--- config.mk ---
export PLATFORM = sky130hd
export DESIGN_NAME = microwave_timer_flat
export DESIGN_NICKNAME = d
export VERILOG_FILES = /design/src/rtl/microwave_timer_pkg.sv /design/src/rtl/microwave_timer_if.sv /design/src/rtl/microwave_timer_bcd_down_digit.sv /design/src/rtl/microwave_timer.sv /design/src/flat_wrapper.sv
export SDC_FILE = /design/constraint.sdc
export NUM_CORES = 1
export LEC_CHECK = 0
export CELL_PAD_IN_SITES_DETAIL_PLACEMENT = 0
export CELL_PAD_IN_SITES_GLOBAL_PLACEMENT = 1
export CORE_MARGIN = 3
export CORE_UTILIZATION = 36
export DETAILED_ROUTE_END_ITERATION = 8
export PLACE_DENSITY_LB_ADDON = 0.05
export SYNTH_ARGS = -nofsm -noshare
export SYNTH_HDL_FRONTEND = slang
export SYNTH_SLANG_ARGS = --single-unit
--- constraint.sdc ---
create_clock -name clock -period 2.88 [get_ports clock]
set_clock_uncertainty 0.15 [all_clocks]
set_input_delay 0.432 -clock clock [delete_from_list [all_inputs] [get_ports clock]]
set_output_delay 0.432 -clock clock [all_outputs]
set_load 0.005 [all_outputs]
--- src/rtl/microwave_timer_pkg.sv ---
`default_nettype none
// ============================================================================
//  Package     : timer_pkg
//  Description : Shared BCD digit type and digit constants for the microwave
//                cook-time countdown, plus a digit legality helper.
//  Revision    : 1.0 - initial release
// ============================================================================
package timer_pkg;

  typedef logic [3:0] bcd_t;

  localparam bcd_t BCD_MAX       = 4'd9;
  localparam bcd_t SEC_TENS_WRAP = 4'd5;
  localparam bcd_t BCD_ZERO      = 4'd0;

  // Keypad codes above 9 are not decimal digits and must not be shifted in.
  function automatic logic is_bcd(input bcd_t d);
    return (d <= BCD_MAX);
  endfunction

endpackage : timer_pkg
`default_nettype wire

--- src/rtl/microwave_timer_if.sv ---
`default_nettype none
// ============================================================================
//  Interface   : microwave_timer_if
//  Description : Keypad/tick inputs and M:ST display outputs of the timer.
//                master : drives in/loadn/en, observes the digits and zero
//                slave  : the timer itself
//  Signals     : in[3:0] keypad digit, loadn active-low load, en 1 s tick,
//                sec_ones/sec_tens/mins BCD digits, zero expiry flag
//  Revision    : 1.0 - initial release
// ============================================================================
interface microwave_timer_if;
  import timer_pkg::*;

  bcd_t in;
  logic loadn;
  logic en;
  bcd_t sec_ones;
  bcd_t sec_tens;
  bcd_t mins;
  logic zero;

  modport master (
    output in, loadn, en,
    input  sec_ones, sec_tens, mins, zero
  );

  modport slave (
    input  in, loadn, en,
    output sec_ones, sec_tens, mins, zero
  );

endinterface : microwave_timer_if
`default_nettype wire

--- src/rtl/microwave_timer_bcd_down_digit.sv ---
`default_nettype none
// ============================================================================
//  Module      : bcd_down_digit
//  Description : One 4-bit BCD digit register that can be shift-loaded or
//                decremented with borrow chaining.
//  Ports       : clk, rst (sync, active-high)
//                i_shift/i_load_val : load the digit (shift-in path)
//                i_dec/i_borrow_in  : step down when both are high
//                i_wrap             : value taken when stepping down from 0
//                o_digit            : registered digit
//                o_borrow_out       : digit is 0 (next slice must step too)
//  Revision    : 1.0 - initial release
// ============================================================================
module bcd_down_digit
  import timer_pkg::*;
(
  input  wire  clk,
  input  wire  rst,
  input  wire  i_shift,
  input  bcd_t i_load_val,
  input  wire  i_dec,
  input  wire  i_borrow_in,
  input  bcd_t i_wrap,
  output bcd_t o_digit,
  output logic o_borrow_out
);

  bcd_t r_digit;

  always_ff @(posedge clk) begin
    if (rst) begin
      r_digit <= BCD_ZERO;
    end else if (i_shift) begin
      r_digit <= i_load_val;
    end else if (i_dec && i_borrow_in) begin
      if (r_digit == BCD_ZERO) begin
        r_digit <= i_wrap;
      end else begin
        r_digit <= r_digit - 4'd1;
      end
    end
  end

  assign o_digit      = r_digit;
  assign o_borrow_out = (r_digit == BCD_ZERO);

endmodule : bcd_down_digit
`default_nettype wire

--- src/rtl/microwave_timer.sv ---
`default_nettype none
// ============================================================================
//  Module      : microwave_timer
//  Description : M:ST BCD cook-time countdown. Digits shift in from the keypad
//                while loadn is low, then count down one second per en tick,
//                saturating at 0:00.
//  Ports       : clock      system clock, rising edge
//                clr        sync active-high reset / user cancel
//                bus        microwave_timer_if.slave (in, loadn, en,
//                           sec_ones, sec_tens, mins, zero)
//  Revision    : 1.0 - initial release
// ============================================================================
module microwave_timer
  import timer_pkg::*;
(
  input  wire                      clock,
  input  wire                      clr,
  microwave_timer_if.slave         bus
);

  bcd_t w_ones;
  bcd_t w_tens;
  bcd_t w_mins;
  logic w_ones_zero;
  logic w_tens_zero;
  logic w_mins_zero;
  logic w_zero;
  logic w_shift;
  logic w_dec;

  // Load outranks count; an illegal key freezes all digits for that edge.
  assign w_shift = !bus.loadn && is_bcd(bus.in);
  // Gating with !zero is what makes 0:00 saturate instead of wrapping.
  assign w_dec   = bus.loadn && bus.en && !w_zero;
  assign w_zero  = w_ones_zero && w_tens_zero && w_mins_zero;

  bcd_down_digit u_ones (
    .clk          (clock),
    .rst          (clr),
    .i_shift      (w_shift),
    .i_load_val   (bus.in),
    .i_dec        (w_dec),
    .i_borrow_in  (1'b1),
    .i_wrap       (BCD_MAX),
    .o_digit      (w_ones),
    .o_borrow_out (w_ones_zero)
  );

  bcd_down_digit u_tens (
    .clk          (clock),
    .rst          (clr),
    .i_shift      (w_shift),
    .i_load_val   (w_ones),
    .i_dec        (w_dec),
    .i_borrow_in  (w_ones_zero),
    .i_wrap       (SEC_TENS_WRAP),
    .o_digit      (w_tens),
    .o_borrow_out (w_tens_zero)
  );

  // Minutes never wrap in practice: decrement is blocked once all digits are 0.
  bcd_down_digit u_mins (
    .clk          (clock),
    .rst          (clr),
    .i_shift      (w_shift),
    .i_load_val   (w_tens),
    .i_dec        (w_dec),
    .i_borrow_in  (w_ones_zero && w_tens_zero),
    .i_wrap       (BCD_MAX),
    .o_digit      (w_mins),
    .o_borrow_out (w_mins_zero)
  );

  assign bus.sec_ones = w_ones;
  assign bus.sec_tens = w_tens;
  assign bus.mins     = w_mins;
  assign bus.zero     = w_zero;

endmodule : microwave_timer
`default_nettype wire

--- src/flat_wrapper.sv ---
// flat-port wrapper written by rule: the top's interface ports become plain ports
module microwave_timer_flat import timer_pkg::*;
  (clock, clr, bus_in, bus_loadn, bus_en, bus_sec_ones, bus_sec_tens, bus_mins, bus_zero);
  microwave_timer_if bus_i ();
  input  wire clock;
  input  wire clr;
  input wire logic [$bits(bus_i.in)-1:0] bus_in;
  input wire logic [$bits(bus_i.loadn)-1:0] bus_loadn;
  input wire logic [$bits(bus_i.en)-1:0] bus_en;
  output wire logic [$bits(bus_i.sec_ones)-1:0] bus_sec_ones;
  output wire logic [$bits(bus_i.sec_tens)-1:0] bus_sec_tens;
  output wire logic [$bits(bus_i.mins)-1:0] bus_mins;
  output wire logic [$bits(bus_i.zero)-1:0] bus_zero;
  assign bus_i.in = bus_in;
  assign bus_i.loadn = bus_loadn;
  assign bus_i.en = bus_en;
  assign bus_sec_ones = bus_i.sec_ones;
  assign bus_sec_tens = bus_i.sec_tens;
  assign bus_mins = bus_i.mins;
  assign bus_zero = bus_i.zero;
  microwave_timer u_core (.clock(clock), .clr(clr), .bus(bus_i));
endmodule
# After elaboration in Yosys (flattened, before gate mapping)
# Cells that the tools add are included.
totals:
  reg_bits: 12
  out_inout_bits: 13
  wordCells: 31
classes:
  muxes: 9
  n_lt_le_gt_ge: 1
  reduce_logical: 15
  n_addsub: 3
op_table:
  columns: ["cell", "count"]
  rows:
  - ["two-way mux 4 bit", 9]
  - ["logical NOT 4 bit", 3]
  - ["subtractor 4 x 1 -> 4 bit, second input constant", 3]
  - ["logical AND 1 bit", 7]
  - ["nonzero test 2 bit", 3]
  - ["less-or-equal comparator 4 bit, second input constant", 1]
  - ["logical NOT 1 bit", 2]

# Logic depth before layout (Yosys ltp)
# Gate-level depths: netlist of the first run.
depth:
  depth_word: 8
  mapped_depth: 6
  ltp_nobuf: 4

# Hierarchy
# A second synthesis of the first run with hierarchy kept.
unflattened:
  cells_unflattened: 119
  hier_area_um2: 933.4
by_module_without_submodules:
  columns: ["module", "cells_per_inst", "seq_area_each_um2", "area_each_um2", "instances"]
  rows:
  - ["bcd_down_digit", 37, 80.1, 295.3, 3]
  - ["microwave_timer", 8, 0.0, 47.5, 1]

# Least setup slack after synthesis of the first run
# No wires, ideal clock.
synth_path:
  kind: "register to register"
  startpoint: "reg u_core.u_ones.r_digit[1] (netlist: u_core.u_ones.o_digit[1])"
  endpoint: "reg u_core.u_mins.r_digit[1] (netlist: u_core.u_mins.o_digit[1])"
  stages_incl_launch_ff: 5
  slack_ns: 1.236
  t_arrival_ns: 1.405
  n_path_buf: 0
  cell_sequence: "dfxtp_1 -> and4bb_4 -> nand4_4 -> or3_1 -> a311oi_2"
synth_between:
  elab_chain_cells: 7
synth_rtl:
  columns: ["element", "line", "text"]
  rows:
  - ["from (decl)", "microwave_timer_bcd_down_digit.sv:28", "bcd_t r_digit;"]
  - ["from (signal assigned)", "microwave_timer_bcd_down_digit.sv:34", "r_digit <= i_load_val;"]
  - ["from (signal assigned)", "microwave_timer_bcd_down_digit.sv:37", "r_digit <= i_wrap;"]
  - ["from (signal assigned)", "microwave_timer_bcd_down_digit.sv:39", "r_digit <= r_digit - 4'd1;"]
  - ["logical NOT 4 bit *", "microwave_timer_bcd_down_digit.sv:45", "assign o_borrow_out = (r_digit == BCD_ZERO);"]
  - ["logical AND 1 bit *", "microwave_timer.sv:35, microwave_timer.sv:68", null]
  - ["logical AND 1 bit", "microwave_timer.sv:35", "assign w_zero = w_ones_zero && w_tens_zero && w_mins_zero;"]
  - ["logical NOT 1 bit", "microwave_timer.sv:34", "assign w_dec = bus.loadn && bus.en && !w_zero;"]
  - ["logical AND 1 bit", "microwave_timer.sv:34", null]
  - ["logical AND 1 bit *", "microwave_timer_bcd_down_digit.sv:35", "end else if (i_dec && i_borrow_in) begin"]
  - ["nonzero test 2 bit (no line) *", null, null]
  - ["to (signal assigned)", "microwave_timer_bcd_down_digit.sv:34", null]
  - ["to (signal assigned)", "microwave_timer_bcd_down_digit.sv:37", null]
  - ["to (signal assigned)", "microwave_timer_bcd_down_digit.sv:39", null]
  - ["to (decl)", "microwave_timer_bcd_down_digit.sv:28", null]
# Mark *: on every way between the ends. The rest lies on a longest branch, timed or not.
# A chain may end at the register's enable or synchronous reset.

# Worst setup path in the final report of the first run
layout_path:
  startpoint: "reg u_core.u_tens.r_digit[3] (netlist: u_core.u_tens.o_digit[3])"
  endpoint: "out bus_zero"
layout_between:
  elab_chain_cells: 3
layout_rtl:
  columns: ["element", "line", "text"]
  rows:
  - ["from (decl)", "microwave_timer_bcd_down_digit.sv:28", null]
  - ["from (signal assigned)", "microwave_timer_bcd_down_digit.sv:34", null]
  - ["from (signal assigned)", "microwave_timer_bcd_down_digit.sv:37", null]
  - ["from (signal assigned)", "microwave_timer_bcd_down_digit.sv:39", null]
  - ["logical NOT 4 bit", "microwave_timer_bcd_down_digit.sv:45", null]
  - ["logical AND 1 bit (2 in series)", "microwave_timer.sv:35", null]
  - ["to (decl)", "flat_wrapper.sv:13", "output wire logic [$bits(bus_i.zero)-1:0] bus_zero;"]
# Every way passes these cells.

==> metrics.log, run 1 <==
[metrics] maximum capacitance violations: 0
[metrics] share of flip-flops with an asynchronous set or reset: 0%
[metrics] Pre-Repair DR Iteration Count: 4
[metrics] share of final-layout standard cells stronger than drive strength 1: between 10% and 20%
[metrics] H-tree levels: 1
[metrics] Post-Synthesis Cells: 85
[metrics] final hold violation count: 0
[metrics] Yosys cell types: 37
[metrics] HPWL reported at the end of detailed placement: approximately 1200 um
[metrics] remaining global-route overflow: 0
[metrics] synth-to-layout area growth: 32.14%
[metrics] syn_area_per_cell: just under 9 um2
[metrics] number of DRC violations after detailed-routing iteration 0: 8
[metrics] per-cell routed wire length: 12.89 um
[metrics] most repeated cell in the gate-level netlist after synthesis: sky130_fd_sc_hd__nor2_1
[metrics] minimum period implied by the final worst setup slack: 2.459 ns
[metrics] total count of max-transition violations in the final report: 0
[metrics] type of element capturing the critical path: output port
[metrics] Avg Vias per Cell: 5.420
[metrics] post-route non-filler standard cell count: 131
[metrics] startpoint class of the critical path: flip-flop
[metrics] fill count: 190
[metrics] CTS Hold Bufs: 0
[metrics] RSZ-0062 raised after global routing: false
[metrics] DP Cell Count: roughly 130
[metrics] Inserted Clock Buffers: 3
[metrics] Most used DFF post-synth: sky130_fd_sc_hd__dfxtp_1
[metrics] Synth Net Count: 93
[metrics] total track usage: between 10% and 20%
[metrics] synthesized cell area: 735.7 um2
[metrics] pin count of the biggest net entering global routing: 18
[metrics] total setup buffers inserted after CTS: 0
[metrics] total routed wirelength: ~1700 um
[metrics] via count: 710
[metrics] final sum of negative setup slack: 0 ns
[metrics] power density of the placed cells: 465.1 nW/um2
[metrics] Root Buffer: sky130_fd_sc_hd__clkbuf_4
[metrics] top-level port count: 21
[metrics] clock net sink count: 12
[metrics] maximum vdd ir drop: about 0.21 mV
[metrics] transition time at the pin with the least slew margin: around 0.63 ns
[metrics] Yosys reg bits: 12
[metrics] status: finished clean
[metrics] effective utilization at floorplan: about two fifths
[metrics] register area share after synthesis: between 30 and 40%
[metrics] share of the synthesized area in the top cell type: between 30 and 40%
[metrics] Final Cycle Share: a little under nine tenths
[metrics] most numerous cell types in the synthesized netlist: sky130_fd_sc_hd__nor2_1, sky130_fd_sc_hd__dfxtp_1, sky130_fd_sc_hd__nand2_1
[metrics] core area: about 1800 um2
[metrics] setup slack of the most critical reg-to-reg path: between 1 and 1.5 ns
[metrics] number of remaining DRC errors: 0
[metrics] clock tree buffer depth: 2
[metrics] overall die area: between 2000 and 3000 um2
[metrics] Routed Antenna Nets: 0
[metrics] Hold/Removal Path Class: flip-flop to flip-flop
[metrics] power consumption: 452.2 uW
[metrics] worst endpoint required time: 2.30 ns
[metrics] Finish-stage setup viols: 0
[metrics] leak pwr: 0.3244 nW
[metrics] Slew headroom: around three fifths
[metrics] net total in the final layout: around 120
[metrics] utilization after layout: between 50 and 60%
[metrics] routability congestion estimate: between 0.7 and 0.8
[metrics] clock insertion delay at the later pin of the skew report: between 0.2 and 0.3 ns
[metrics] die height: 51.21 um
[metrics] I/O Buffers: 20
[metrics] signal arrival time at the worst endpoint: 1.88 ns
[metrics] global-route wire length before repair: 2884 um
[metrics] cell type with the largest total area after synthesis: sky130_fd_sc_hd__dfxtp_1
[metrics] worst-path fanout max: 7
[metrics] initial antenna violation count: 0
[metrics] width of the die: between 50 and 60 um
[metrics] via count of the first global-routing pass: around 630
[metrics] Std-Cell Rows: 15
[metrics] count of warnings emitted by yosys: 0
[metrics] final antenna diode count: 0
[metrics] largest cells by area after synthesis: sky130_fd_sc_hd__dfxtp_1, sky130_fd_sc_hd__nor2_1, sky130_fd_sc_hd__nand2_1
[metrics] Post-synth EDFFs: 0
[metrics] CTS tree: yes
[metrics] quantity of gates resized following cts: 0
[metrics] fmax: a little over 400 MHz
[metrics] critical path class: flip-flop to output port
[metrics] clock transition time at the flip-flop clock pins of the worst setup and hold paths: roughly 0.070 ns
[placed cells by master (no fill, tap or decap), drive strengths merged]
master / synthesis / layout
a21oi: 2 / 2
o311ai: 2 / 2
o21a: 1 / 1
and4: 1 / 1
o311a: 1 / 1
nand2b: 1 / 1
nor2: 14 / 14
a211oi: 4 / 4
o21ai: 4 / 4
nor4: 2 / 2
clkdlybuf4s50: 0 / 20
nand2: 12 / 12
nand4bb: 1 / 1
nor3: 2 / 2
or4: 1 / 1
or3: 1 / 1
o221ai: 1 / 1
and4bb: 1 / 1
o211a: 1 / 1
clkbuf: 0 / 4
nor2b: 1 / 1
nand3b: 3 / 3
a311oi: 2 / 2
or2: 3 / 3
dfxtp: 12 / 12
mux2i: 1 / 1
a31oi: 2 / 2
nand3: 2 / 2
xor2: 1 / 1
nand4: 2 / 2
o2111ai: 1 / 1
[worst max-delay path, cell delays in order, from the launching register on]
cell and delay [ns]:
sky130_fd_sc_hd__dfxtp_1 0.39, sky130_fd_sc_hd__nor4_2 0.41, sky130_fd_sc_hd__and4_1 0.29, sky130_fd_sc_hd__clkdlybuf4s50_1 0.51
[through the flow]
| stage | hold WS [ns] | instance area [um2] | setup WS (ns) |
|---|---|---|---|
| 6_report | 0.3829 | 972.2 | 0.4214 |
| 5_1_grt | 0.4110 | 972.2 | 0.2372 |
| 4_1_cts | 0.3836 | 972.2 | 0.3948 |
| 3_5_place_dp | 0.3721 | 935.9 | 0.5858 |
| 3_3_place_gp | 0.3737 | 935.9 | 0.6355 |
| 2_1_floorplan | 0.3536 | 735.7 | 1.236 |
[kinds of logic after synthesis]
group	Yosys count	share of synthesized area [%]
AOI/OAI and AO/OA	21	22.28
xor gates and xnor gates	1	1.191
buffers and inverters	3	4.252
DFF	12	32.65
and+or+nand+nor	47	38.27
muxes	1	1.361
[sequential cells by signal, summed over array words and instances, names as in the netlist]
name	count
u_core.u_mins.o_digit	4
u_core.u_ones.o_digit	4
u_core.u_tens.o_digit	4
[final timing paths]
path | start | end | cells after the start
min reg2reg | u_core.u_ones.o_digit[3] | u_core.u_tens.o_digit[3] | 2
min | u_core.u_ones.o_digit[3] | u_core.u_tens.o_digit[3] | 2
max | u_core.u_tens.o_digit[3] | bus_zero | 3
max reg2reg | u_core.u_ones.o_digit[1] | u_core.u_mins.o_digit[1] | 4
[where the power goes]
group | leakage [nW] | internal [mW] | switching (mW)
logic | 0.205 | 0.0653 | 0.0510
registers | 0.0985 | 0.178 | 0.0216
clock network | 0.0210 | 0.0769 | 0.0598
[layer usage]
layer	up-vias	GRT usage [%]	wire length [um]
met4	0	5.381	25
met3	3	4.665	100
met2	23	21.89	731
met5	-	0	0
li1	363	-	-
met1	321	18.76	830
[area by class of cell]
cell class                      instances  area, um2  share of cell area [%]
Timing Repair Buffer                   20      200.2                   20.59
Clock buffer                            4      36.28                   3.732
Sequential cell                        12      240.2                   24.71
Multi-Input combinational cell         70      464.2                   47.75
Tap cell                               25      31.28                   3.218
No activity file was read; power rests on OpenSTA's default activity.
==> run 2, diff against run 1 <==
CORE_ASPECT_RATIO = 0.6   (was not set)
CORE_MARGIN = 4   (was 3)
CORE_UTILIZATION = 38   (was 36)
SYNTH_HIERARCHICAL = 1   (was not set)
==> metrics.log, run 2 <==
[metrics] status: finished clean (unchanged)
[metrics] synthesized-area fraction occupied by and/or/nand/nor cells: 32.04% (was 38.27%)
[metrics] synthesized-area fraction occupied by adder cells: 4.021% (was 0%)
[metrics] total setup buffers inserted after CTS: 0 (unchanged)
[metrics] xor/xnor share of the synthesized area: 0% (was 1.190%)
[metrics] number of remaining DRC errors: 0 (unchanged)
[metrics] utilization after layout: 58.31% (was 53.40%)
[metrics] power density of the placed cells: 457.5 nW/um2 (was 465.1 nW/um2)
[metrics] fill count: 214 (was 190)
[metrics] worst-path fanout max: 6 (was 7)
[metrics] max incr delay on CP: 0.51 ns (about the same)
[metrics] internal power summed over all cells: 406.6 uW (was 319.9 uW)
[metrics] post-synthesis compound-gate area fraction: 30.16% (was 22.28%)
[metrics] pin count of the biggest net entering global routing: 31 (was 18)
[metrics] final hold violation count: 0 (unchanged)
[metrics] startpoint class of the critical path: flip-flop (unchanged)
[metrics] die height: 46.39 um (was 51.21 um)
[metrics] startpoint of the worst-slack reg-to-reg timing path: u_core/u_ones/o_digit[0] (was u_core.u_ones.o_digit[1])
[metrics] HPWL reported at the end of detailed placement: 1960 um (was 1250 um)
[metrics] Finish-stage setup viols: 0 (unchanged)
[metrics] endpoint of the worst-slack reg-to-reg timing path: u_core/u_tens/o_digit[0] (was u_core.u_mins.o_digit[1])
[metrics] initial antenna violation count: 0 (unchanged)
[metrics] via count: 986 (was 710)
[metrics] leak pwr: 0.5044 nW (was 0.3244 nW)
[metrics] power spent charging and discharging nets: 192.2 uW (was 132.3 uW)
[metrics] clock net sink count: 12 (unchanged)
[metrics] global-route wire length before repair: 4429 um (was 2884 um)
[metrics] DP Cell Count: 187 (was 127)
[metrics] maximum vdd ir drop: 0.2097 mV (was 0.2083 mV)
[metrics] switch share: 32.09% (was 29.26%)
[metrics] relative contribution of sequential cells to total power: 34.9% (was 44.1%)
[metrics] Std-Cell Rows: 13 (was 15)
[metrics] CTS Hold Bufs: 0 (unchanged)
[metrics] CTS tree: yes (unchanged)
[metrics] clock transition time at the flip-flop clock pins of the worst setup and hold paths: 0.05 ns (was 0.07 ns)
[metrics] type of element capturing the critical path: output port (unchanged)
[metrics] H-tree levels: 1 (unchanged)
[metrics] core area: 2245 um2 (was 1821 um2)
[metrics] signal arrival time at the worst endpoint: 1.99 ns (was 1.88 ns)
[metrics] crit path setup slack, layout: 0.3051 ns (was 0.4214 ns)
[metrics] final antenna diode count: 0 (unchanged)
[metrics] total count of max-transition violations in the final report: 0 (unchanged)
[metrics] placement-stage worst setup slack: 0.3969 ns (was 0.5858 ns)
[metrics] net total in the final layout: 173 (was 115)
[metrics] share of flip-flops with an asynchronous set or reset: 0% (unchanged)
[metrics] top-level port count: 21 (unchanged)
[metrics] critical path class: flip-flop to output port (unchanged)
[metrics] transition time at the pin with the least slew margin: 0.5541 ns (was 0.6282 ns)
[metrics] Post-synth EDFFs: 0 (unchanged)
[metrics] share of final-layout standard cells stronger than drive strength 1: 10.56% (was 13.21%)
[metrics] setup slack of the most critical reg-to-reg path: 0.37 ns (was 1.15 ns)
[metrics] Pre-Repair DR Iteration Count: 4 (unchanged)
[metrics] total track usage: 17.72% (was 14.40%)
[metrics] fmax: 388.4 MHz (was 406.7 MHz)
[metrics] per-cell routed wire length: 13.93 um (was 12.89 um)
[metrics] I/O Buffers: 20 (unchanged)
[metrics] worst-path cell with the longest stage delay: sky130_fd_sc_hd__clkdlybuf4s50_1 (unchanged)
[metrics] Routed Antenna Nets: 0 (unchanged)
[metrics] Yosys cell types: 28 (was 37)
[metrics] combinational power share: 33.8% (was 25.7%)
[metrics] Root Buffer: sky130_fd_sc_hd__clkbuf_8 (was sky130_fd_sc_hd__clkbuf_4)
[metrics] Crit. Startpoint: u_core/u_mins/o_digit[0] (was u_core.u_tens.o_digit[3])
[metrics] largest cells by area after synthesis: sky130_fd_sc_hd__dfxtp_1, sky130_fd_sc_hd__inv_1, sky130_fd_sc_hd__nor4b_1 (was sky130_fd_sc_hd__dfxtp_1, sky130_fd_sc_hd__nor2_1, sky130_fd_sc_hd__nand2_1)
[metrics] power consumption: 598.8 uW (was 452.2 uW)
[metrics] portion of netlist area occupied by mux cells: 0% (was 1.361%)
[metrics] top cell family by delay on the critical path: buffers and inverters (was simple AND/OR/NAND/NOR gates)
[metrics] Hold/Removal Path Class: flip-flop to flip-flop (unchanged)
[metrics] number of DRC violations after detailed-routing iteration 0: 112 (was 8)
[metrics] most common library cell in the layout ignoring fill and taps: sky130_fd_sc_hd__clkdlybuf4s50_1 (unchanged)
[metrics] critical path depth in cells: 5 (was 3)
[metrics] Worst Path Buf+Inv: 2 (was 1)
[metrics] Final Cycle Share: 89.41% (was 85.37%)
[metrics] share of the synthesized area in the top cell type: 25.74% (was 32.65%)
[metrics] worst endpoint required time: 2.30 ns (about the same)
[metrics] Inserted Clock Buffers: 3 (unchanged)
[metrics] synth-to-layout area growth: 40.22% (was 32.14%)
[metrics] clock insertion delay at the later pin of the skew report: 0.24 ns (was 0.28 ns)
[metrics] post-route non-filler standard cell count: 191 (was 131)
[metrics] number of cells on the worst reg-to-reg path: 8 (was 4)
[metrics] final sum of negative setup slack: 0 ns (unchanged)
[metrics] Post-Synthesis Cells: 119 (was 85)
[metrics] critical path cell sequence: inv_1 > ha_1 > nor3b_2 > and3_4 > clkdlybuf4s50_1 (was nor4_2 > and4_1 > clkdlybuf4s50_1)
[metrics] register area share after synthesis: 25.74% (was 32.65%)
[metrics] syn_area_per_cell: 7.844 um2 (was 8.655 um2)
[metrics] most repeated cell in the gate-level netlist after synthesis: sky130_fd_sc_hd__inv_1 (was sky130_fd_sc_hd__nor2_1)
[metrics] effective utilization at floorplan: 41.58% (was 40.41%)
[metrics] clock tree buffer depth: 2 (unchanged)
[metrics] synthesized cell area: 933.4 um2 (was 735.7 um2)
[metrics] cell type with the largest total area after synthesis: sky130_fd_sc_hd__dfxtp_1 (unchanged)
[metrics] minimum period implied by the final worst setup slack: 2.575 ns (was 2.459 ns)
[metrics] most numerous cell types in the synthesized netlist: sky130_fd_sc_hd__inv_1, sky130_fd_sc_hd__dfxtp_1, sky130_fd_sc_hd__a21oi_1 (was sky130_fd_sc_hd__nor2_1, sky130_fd_sc_hd__dfxtp_1, sky130_fd_sc_hd__nand2_1)
[metrics] Clock Power Share: 31.3% (was 30.2%)
[metrics] width of the die: 71.99 um (was 51.21 um)
[metrics] quantity of gates resized following cts: 0 (unchanged)
[metrics] via count of the first global-routing pass: 865 (was 628)
[metrics] Yosys reg bits: 12 (unchanged)
[metrics] overall die area: 3339 um2 (was 2622 um2)
[metrics] total routed wirelength: 2660 um (was 1688 um)
[metrics] Slew headroom: 62.95% (was 58.12%)
[metrics] count of warnings emitted by yosys: 6 (was 0)
[metrics] Avg Vias per Cell: 5.162 (was 5.420)
[metrics] most frequent cells in the layout: sky130_fd_sc_hd__clkdlybuf4s50_1, sky130_fd_sc_hd__conb_1, sky130_fd_sc_hd__inv_1 (was sky130_fd_sc_hd__clkdlybuf4s50_1, sky130_fd_sc_hd__nor2_1, sky130_fd_sc_hd__nand2_1, sky130_fd_sc_hd__dfxtp_1, sky130_fd_sc_hd__o21ai_0)
[metrics] RSZ-0062 raised after global routing: false (unchanged)
[metrics] capturing element of the worst setup path: bus_zero (unchanged)
[metrics] main combinational cell family by area after synthesis: simple AND/OR/NAND/NOR gates (unchanged)
[metrics] routability congestion estimate: 0.8567 (was 0.7885)
[metrics] maximum capacitance violations: 0 (unchanged)
[metrics] Most used DFF post-synth: sky130_fd_sc_hd__dfxtp_1 (unchanged)
[metrics] remaining global-route overflow: 0 (unchanged)
## run 2: cell count changes after synthesis, sizes merged, moves of 4 or more
cell,before,now
nor2,14,8
nand2,12,4
nor2b,1,6
a211oi,4,0
and3,0,4
a21oi,2,9
a31oi,2,6
and2,0,4
inv,0,15
nor3,2,6
nor4b,0,6
## run 2: routing by layer
layer	share of wire (%)	track usage [%]
met1	54	26.32
met2	38	24.45
met3	6.6	5.882
met4	0.79	3.371
met5	0	0
## run 2: logic make-up (layout without fill, tap and decap cells)
logic type | count (synthesis) | in the layout
fa+ha+maj | 3 | 3
other cells | 2 | 19
compound gates | 37 | 37
simple gates | 47 | 47
buf+inv | 18 | 43
flops | 12 | 12
## run 2: worst min-delay path, cell delays in order (launching register included)
cell	delay (ns)
sky130_fd_sc_hd__dfxtp_1	0.37
sky130_fd_sc_hd__nor2b_1	0.15
sky130_fd_sc_hd__a311oi_2	0.06
## run 2: worst min path at each step
stage                          endpoint  slack (ns)                startpoint  cells past startpoint
2_1_floorplan  u_core/u_mins/o_digit[1]        0.35                       clr                      1
3_3_place_gp   u_core/u_mins/o_digit[1]        0.47  u_core/u_tens/o_digit[1]                      2
3_5_place_dp   u_core/u_mins/o_digit[1]        0.47  u_core/u_tens/o_digit[1]                      2
5_1_grt        u_core/u_mins/o_digit[1]        0.50  u_core/u_tens/o_digit[1]                      2
6_report       u_core/u_tens/o_digit[1]        0.48  u_core/u_ones/o_digit[1]                      2
4_1_cts        u_core/u_mins/o_digit[1]        0.48  u_core/u_tens/o_digit[1]                      2
## run 2: layout make-up
cell class	instances	area, um2	area share (%)
Multi-Input combinational cell	106	689.4	52.68
Sequential cell	12	240.2	18.36
Timing Repair Buffer	24	230.2	17.59
Inverter	15	56.30	4.302
Clock buffer	4	55.05	4.206
Tap cell	30	37.54	2.868
## run 2: power groups by stage
stage | registers, mW | logic, mW | clock network (mW)
4_1_cts | 0.209 | 0.199 | 0.191
3_3_place_gp | 0.212 | 0.198 | 0
5_1_grt | 0.214 | 0.225 | 0.198
2_1_floorplan | 0.207 | 0.113 | 0
3_5_place_dp | 0.212 | 0.196 | 0
6_report | 0.209 | 0.202 | 0.187
## run 2: metrics by stage
stage / hold slack, ns / instance area (um2)
3_5_place_dp: 0.4657 / 1254
6_report: 0.4795 / 1309
5_1_grt: 0.5024 / 1309
2_1_floorplan: 0.3499 / 997.2
3_3_place_gp: 0.4711 / 1254
4_1_cts: 0.4752 / 1309
